$ cat src/rtl/instruction_fetch_pkg.sv
// instruction_fetch_pkg
//   Shared types and constants for the instruction fetch slice.
//   - RESET_PC_DEFAULT : default first fetch address after reset
//   - INST_WIDTH       : instruction word width
//   - NOP_INST         : canonical no-op (addi x0,x0,0), used as idle filler
//   - fetch_state_e    : fetch FSM states (HALT only reachable when
//                        IFETCH_MISALIGN_CHECK_EN is defined)
//   - fetch_entry_t    : buffered {address, instruction word} pair
package instruction_fetch_pkg;

    localparam logic [31:0] RESET_PC_DEFAULT = 32'h0000_0000;
    localparam int          INST_WIDTH       = 32;
    localparam logic [31:0] NOP_INST         = 32'h0000_0013;

    typedef enum logic {
        ST_RUN  = 1'b0,
        ST_HALT = 1'b1
    } fetch_state_e;

    typedef struct packed {
        logic [31:0]           addr;
        logic [INST_WIDTH-1:0] word;
    } fetch_entry_t;

    // Sequential fetch advance; wraps naturally at 32 bits.
    function automatic logic [31:0] pc_incr(input logic [31:0] pc);
        return pc + 32'd4;
    endfunction

endpackage

$ cat src/rtl/instruction_fetch_fifo.sv
// fetch_fifo
//   Synchronous FIFO holding fetched {addr, word} entries.
//   Ports:
//     clk, rst_n  : clock, asynchronous active-low reset
//     flush       : drop all entries (wins over push/pop in the same cycle)
//     push        : write push_data at the tail (caller guarantees not full)
//     push_data   : entry to write
//     pop         : remove head entry (ignored when empty)
//     head        : head entry, all-zero while empty
//     count       : number of entries held
//   DEPTH must be a power of two so the pointers wrap by overflow.
module fetch_fifo
    import instruction_fetch_pkg::*;
#(
    parameter int DEPTH = 2
) (
    input  logic                       clk,
    input  logic                       rst_n,
    input  logic                       flush,
    input  logic                       push,
    input  fetch_entry_t               push_data,
    input  logic                       pop,
    output fetch_entry_t               head,
    output logic [$clog2(DEPTH):0]     count
);

    localparam int AW = $clog2(DEPTH);
    localparam int CW = AW + 1;

    fetch_entry_t   mem [DEPTH];
    logic [AW-1:0]  wr_ptr;
    logic [AW-1:0]  rd_ptr;
    logic           do_pop;

    assign do_pop = pop && (count != '0);

    always_ff @(posedge clk or negedge rst_n) begin
        if (!rst_n) begin
            wr_ptr <= '0;
            rd_ptr <= '0;
            count  <= '0;
        end else if (flush) begin
            wr_ptr <= '0;
            rd_ptr <= '0;
            count  <= '0;
        end else begin
            if (push) begin
                wr_ptr <= wr_ptr + 1'b1;
            end
            if (do_pop) begin
                rd_ptr <= rd_ptr + 1'b1;
            end
            count <= count + CW'(push) - CW'(do_pop);
        end
    end

    // Storage needs no reset: head is masked to zero whenever count is 0.
    always_ff @(posedge clk) begin
        if (push && !flush) begin
            mem[wr_ptr] <= push_data;
        end
    end

    assign head = (count != '0) ? mem[rd_ptr] : '0;

endmodule

$ cat src/rtl/instruction_fetch.sv
// instruction_fetch
//   Fetch unit: issues word reads to a synchronous instruction memory with
//   a fixed 1-cycle latency, buffers returned words in fetch_fifo and hands
//   them to the decoder. Taken branches/jumps redirect the fetch PC and
//   discard everything fetched on the old path.
//   Optional feature macro: IFETCH_MISALIGN_CHECK_EN
//     defined   : a redirect target with addr[1:0] != 0 parks the unit in
//                 HALT (fetch_fault=1, no requests) until an aligned redirect.
//     undefined : target low bits are forced to 0, fetch_fault is tied 0.
//   Ports:
//     clk, rst_n              : clock, asynchronous active-low reset
//     imem_req/imem_addr      : memory read request and word address
//     imem_rdata/imem_rvalid  : read data, one cycle after imem_req
//     instruction/inst_addr   : head instruction and its address
//     inst_valid/inst_ready   : downstream handshake
//     redirect_valid/_addr    : one-cycle redirect pulse and new target
//     fetch_fault             : misaligned redirect target seen (macro only)
//     dbg_state               : current FSM state, for observation
//
//   Handshake: inst_valid/inst_ready follow strict valid/ready rules. A
//   transfer happens on a rising edge where both are high. Once inst_valid
//   rises, instruction/inst_addr hold and inst_valid stays high until that
//   transfer; the only exception is a redirect, which flushes the buffer.
//   inst_valid never depends on inst_ready.
module instruction_fetch
    import instruction_fetch_pkg::*;
#(
    parameter logic [31:0] RESET_PC   = RESET_PC_DEFAULT,
    parameter int          FIFO_DEPTH = 2
) (
    input  logic                  clk,
    input  logic                  rst_n,
    output logic                  imem_req,
    output logic [31:0]           imem_addr,
    input  logic [INST_WIDTH-1:0] imem_rdata,
    input  logic                  imem_rvalid,
    output logic [INST_WIDTH-1:0] instruction,
    output logic [31:0]           inst_addr,
    output logic                  inst_valid,
    input  logic                  inst_ready,
    input  logic                  redirect_valid,
    input  logic [31:0]           redirect_addr,
    output logic                  fetch_fault,
    output fetch_state_e          dbg_state
);

    localparam int CW = $clog2(FIFO_DEPTH) + 1;
    localparam int OW = CW + 1;

    fetch_state_e  state;
    fetch_state_e  state_nxt;
    logic [31:0]   pc;
    logic [31:0]   issued_addr;
    logic          outstanding;
    logic          kill;

    logic [CW-1:0] count;
    fetch_entry_t  head;
    fetch_entry_t  push_data;
    logic          push;
    logic          pop;
    logic          issue;
    logic [OW-1:0] occupancy;
    logic [31:0]   target;

    // ------------------------------------------------------------------
    // FSM: state register
    // ------------------------------------------------------------------
    always_ff @(posedge clk or negedge rst_n) begin
        if (!rst_n) begin
            state <= ST_RUN;
        end else begin
            state <= state_nxt;
        end
    end

    // ------------------------------------------------------------------
    // FSM: next state, issue decision, redirect target
    // ------------------------------------------------------------------
    always_comb begin
        state_nxt = state;
`ifdef IFETCH_MISALIGN_CHECK_EN
        target = redirect_addr;
        if (redirect_valid) begin
            state_nxt = (redirect_addr[1:0] != 2'b00) ? ST_HALT : ST_RUN;
        end
`else
        target = redirect_addr & 32'hFFFF_FFFC;
`endif
        // Slots already promised: buffered entries plus the response in
        // flight, less the entry leaving this cycle. Counting the pop lets a
        // 2-deep buffer sustain one instruction per cycle.
        occupancy = OW'(count) + OW'(outstanding) - OW'(pop);
        issue     = rst_n && !redirect_valid && (state == ST_RUN) &&
                    (occupancy < OW'(FIFO_DEPTH));
    end

    assign imem_req  = issue;
    assign imem_addr = pc;

    // ------------------------------------------------------------------
    // PC, in-flight tracking
    // ------------------------------------------------------------------
    always_ff @(posedge clk or negedge rst_n) begin
        if (!rst_n) begin
            pc          <= RESET_PC;
            issued_addr <= '0;
            outstanding <= 1'b0;
            kill        <= 1'b0;
        end else begin
            outstanding <= issue;
            if (issue) begin
                issued_addr <= pc;
            end
            if (redirect_valid) begin
                pc <= target;
            end else if (issue) begin
                pc <= pc_incr(pc);
            end
            // With a fixed 1-cycle latency the stale response lands in the
            // redirect cycle itself and is dropped there; kill only covers a
            // request that is still pending after the redirect.
            if (redirect_valid) begin
                kill <= outstanding && !imem_rvalid;
            end else if (imem_rvalid) begin
                kill <= 1'b0;
            end
        end
    end

    // ------------------------------------------------------------------
    // Response buffering and downstream handshake
    // ------------------------------------------------------------------
    assign pop            = inst_valid && inst_ready;
    assign push           = imem_rvalid && !kill && !redirect_valid && (state == ST_RUN);
    assign push_data.addr = issued_addr;
    assign push_data.word = imem_rdata;

    fetch_fifo #(
        .DEPTH (FIFO_DEPTH)
    ) u_fifo (
        .clk       (clk),
        .rst_n     (rst_n),
        .flush     (redirect_valid),
        .push      (push),
        .push_data (push_data),
        .pop       (pop),
        .head      (head),
        .count     (count)
    );

    assign inst_valid  = (count != '0);
    assign instruction = head.word;
    assign inst_addr   = head.addr;
    assign dbg_state   = state;

`ifdef IFETCH_MISALIGN_CHECK_EN
    assign fetch_fault = (state == ST_HALT);
`else
    assign fetch_fault = 1'b0;
`endif

endmodule
$ cat config.mk
export PLATFORM = sky130hd
export DESIGN_NAME = instruction_fetch
export DESIGN_NICKNAME = d
export VERILOG_FILES = /design/src/rtl/instruction_fetch_pkg.sv /design/src/rtl/instruction_fetch_fifo.sv /design/src/rtl/instruction_fetch.sv
export SDC_FILE = /design/constraint.sdc
export NUM_CORES = 1
export LEC_CHECK = 0
export CAP_MARGIN = 0
export CORE_ASPECT_RATIO = 1.5
export CORE_UTILIZATION = 55
export CTS_CLUSTER_SIZE = 12
export DETAILED_ROUTE_END_ITERATION = 8
export MAX_ROUTING_LAYER = met4
export PLACE_DENSITY = 0.87
export SLEW_MARGIN = 10
export SYNTH_ARGS = -nofsm -noshare
export SYNTH_HDL_FRONTEND = slang
export SYNTH_SLANG_ARGS = --single-unit
$ cat constraint.sdc
create_clock -name clk -period 9.2 [get_ports clk]
set_clock_uncertainty 0.15 [all_clocks]
set_input_delay 0.92 -clock clk [delete_from_list [all_inputs] [get_ports clk]]
set_output_delay 0.92 -clock clk [all_outputs]
set_load 0.01 [all_outputs]
==> flow_metrics.env <==
export IMPL_power_clock_fraction_pct=25.3
export IMPL_worst_slack_ps=4012
export IMPL_cts_tree="yes"
export IMPL_vias_per_cell=5.516
export IMPL_wl_per_cell_um=17.49
export IMPL_p_sw_w=0.0008617
export IMPL_ys_types=45
export IMPL_htreeDepth=4
export IMPL_min_path_type="reg -> reg"
export IMPL_status="completed"
export IMPL_netlist_area_um2=7905
export IMPL_critPathRequiredTime_ps=8130
export IMPL_grtUsageMet1_pct=30.97
export IMPL_fin_cells=998
export IMPL_syn_to_final_growth_pct=29.39
export IMPL_max_freq_ghz=0.1927
export IMPL_die_area_um2=14870
export IMPL_synth_top_area_cell="edfxtp_1"
export IMPL_dp_slack_ps=4000
export IMPL_cp_end_kind="output pin"
export IMPL_switching_share_pct=31.92
export IMPL_synth_area_leaders="edfxtp_1, dfrtp_1, mux2i_1"
export IMPL_final_nets=867
export IMPL_slew_violations=0
export IMPL_worstPathMaxFanout=42
export IMPL_grt_use_total_pct=25.21
export IMPL_syn_area_per_cell_um2=12.41
export IMPL_p_int_w=0.001838
export IMPL_min_period_over_period_pct=56.40
export IMPL_ys_warnings_count=0
export IMPL_dp_cells=966
export IMPL_gr_max_usage_layer="met2"
export IMPL_grt_pass1_wl_mm=27.63
export IMPL_grt_pass1_vias=5470
export IMPL_core_area_um2=13990
export IMPL_antenna_cells=0
export IMPL_start_kind="input port"
export IMPL_rows=53
export IMPL_ys_ff_latch=190
export IMPL_synth_most_common_cell="edfxtp_1"
export IMPL_synth_edff_count=124
export IMPL_seq_area_frac_synth_pct=68.00
export IMPL_hold_ws_ps=324.3
export IMPL_antenna_left=0
export IMPL_hold_buffers=0
export IMPL_yosysTopAreaCellShare_pct=47.10
export IMPL_final_min_clock_period_ps=5188
export IMPL_drc=0
export IMPL_tns_ps=0
export IMPL_drtIter0Drc=276
export IMPL_vias=5505
export IMPL_p_leak_nw=3.889
export IMPL_cts_buffer_depth=2
export IMPL_dpl_cell_area_um2=9681
export IMPL_drive_gt1_share_pct=5.955
export IMPL_postCtsSetupBuffers=0
export IMPL_power_frac_comb_pct=28.0
export IMPL_io_pins=169
export IMPL_place_gp_congestion=0.9107
export IMPL_synth_ff_type="edfxtp_1"
export IMPL_worst_slew_pin_slew_ps=1107
export IMPL_finalHoldViolCount=0
export IMPL_drt_wl_total_mm=17.46
export IMPL_die_y_um=148.8
export IMPL_use_met2_pct=42.00
export IMPL_clock_latency_ps=420
export IMPL_rsz0062_at_grt="no"
export IMPL_grt_overflow_total=0
export IMPL_initial_core_util_pct=56.50
export IMPL_io_buffers=160
export IMPL_clk_pin_slew_ps=70
export IMPL_path_class="in -> out"
export IMPL_gr_usage_met3_pct=3.843
export IMPL_first_pass_iters=5
export IMPL_powerDensity_nw_per_um2=263.9
export IMPL_final_cell_area_um2=10230
export IMPL_crit_arrival_ps=4120
export IMPL_drv_cap=0
export IMPL_grt_max_degree=67
export IMPL_cts_buffers=17
export IMPL_numClockSinks=190
export IMPL_die_x_um=99.89
export IMPL_async_reset_ff_share_pct=34.74
export IMPL_cts_resized=0
export IMPL_setup_viol=0
export IMPL_synth_common_cells="edfxtp_1, nand2_1, nor2_1"
export IMPL_dp_final_hpwl_mm=11.27
export IMPL_cts_root_buf="clkbuf_16"
export IMPL_ir_drop_mv=0.1426
export IMPL_antenna_found_initial=0
export IMPL_p_seq_share_pct=46.7
export IMPL_synth_cells=637
export IMPL_relSlewSlack_pct=26.19
-- metal layers --
layer,vias up,part of all wire (%)
li1,2598,-
met1,2655,41
met2,228,52
met3,24,5.0
met4,0,2.4
met5,-,0
-- layout make-up --
class                           count  area, um^2
Sequential cell                   190        5379
Fill cell                         940        3764
Multi-Input combinational cell    407        2371
Timing Repair Buffer              168        1657
Clock buffer                       18       429.2
Tap cell                          192       240.2
Clock inverter                     14       118.9
Inverter                            9       33.78
-- cell families (layout without fill, tap and decap cells) --
logic type,Yosys count,in the layout,synth area share [%]
AOI/OAI and AO/OA,57,57,5.128
DFF,190,190,68.00
and+or+nand+nor,266,266,14.31
xor gates and xnor gates,6,6,0.6648
buffers and inverters,45,209,2.469
adders and majority gates,5,5,0.8864
muxes,67,67,8.499
other,1,6,0.04744
-- worst max-delay path: stages --
cell,delay [ps]
clkdlybuf4s50_1,470
and2_1,180
ha_1,240
inv_1,80
nand2_1,60
fa_1,380
xor2_1,200
or3_2,480
inv_1,60
buf_4,400
clkdlybuf4s50_1,620
-- registers in the layout (all words and copies together), names as in the netlist --
signal,flops
u_fifo.count,2
kill,1
outstanding,1
u_fifo.mem,124
u_fifo.rd_ptr,1
u_fifo.wr_ptr,1
imem_addr,30
issued_addr,30
-- cell usage in the layout, fill, tap and decap left out, types with 11 or more instances in the layout --
| cell type | n |
|---|---|
| clkbuf_16 | 17 |
| clkdlybuf4s50_1 | 159 |
| dfrtp_1 | 65 |
| edfxtp_1 | 124 |
| mux2i_1 | 66 |
| nand2_1 | 123 |
| nand3_1 | 22 |
| nor2_1 | 81 |
| o211ai_1 | 11 |
| o21ai_0 | 14 |
| o311ai_0 | 11 |
-- stage by stage --
| step | util [%] | power, W |
|---|---|---|
| 3_5_place_dp | 69.19 | 0.002030 |
| 6_report | 73.10 | 0.002700 |
| 2_1_floorplan | - | 0.001633 |
| 5_1_grt | 73.10 | 0.002838 |
| 3_3_place_gp | 69.19 | 0.001995 |
| 4_1_cts | 73.10 | 0.002718 |
-- final timing paths --
check                      slack [ps]  cells after the start             from                 to
max                              4010                     11       inst_ready           imem_req
min reg2reg                       320                      0  issued_addr[13]  u_fifo.mem[1][45]
max in group asynchronous        7610                      2            rst_n      u_fifo.rd_ptr
max reg2reg                      5080                     13  u_fifo.count[1]      imem_addr[16]
min in group asynchronous         630                      2            rst_n      imem_addr[24]
min                               320                      0  issued_addr[13]  u_fifo.mem[1][45]
-- power by group through the flow --
stage	registers [W]	clock network, W	logic (W)
floorplan	0.00120	0	0.000437
global placement	0.00126	0	0.000734
detailed placement	0.00127	0	0.000755
CTS	0.00126	0.000693	0.000764
global route	0.00128	0.000729	0.000825
finish	0.00126	0.000684	0.000755
Note: power is estimated with default switching activity, not from simulation.
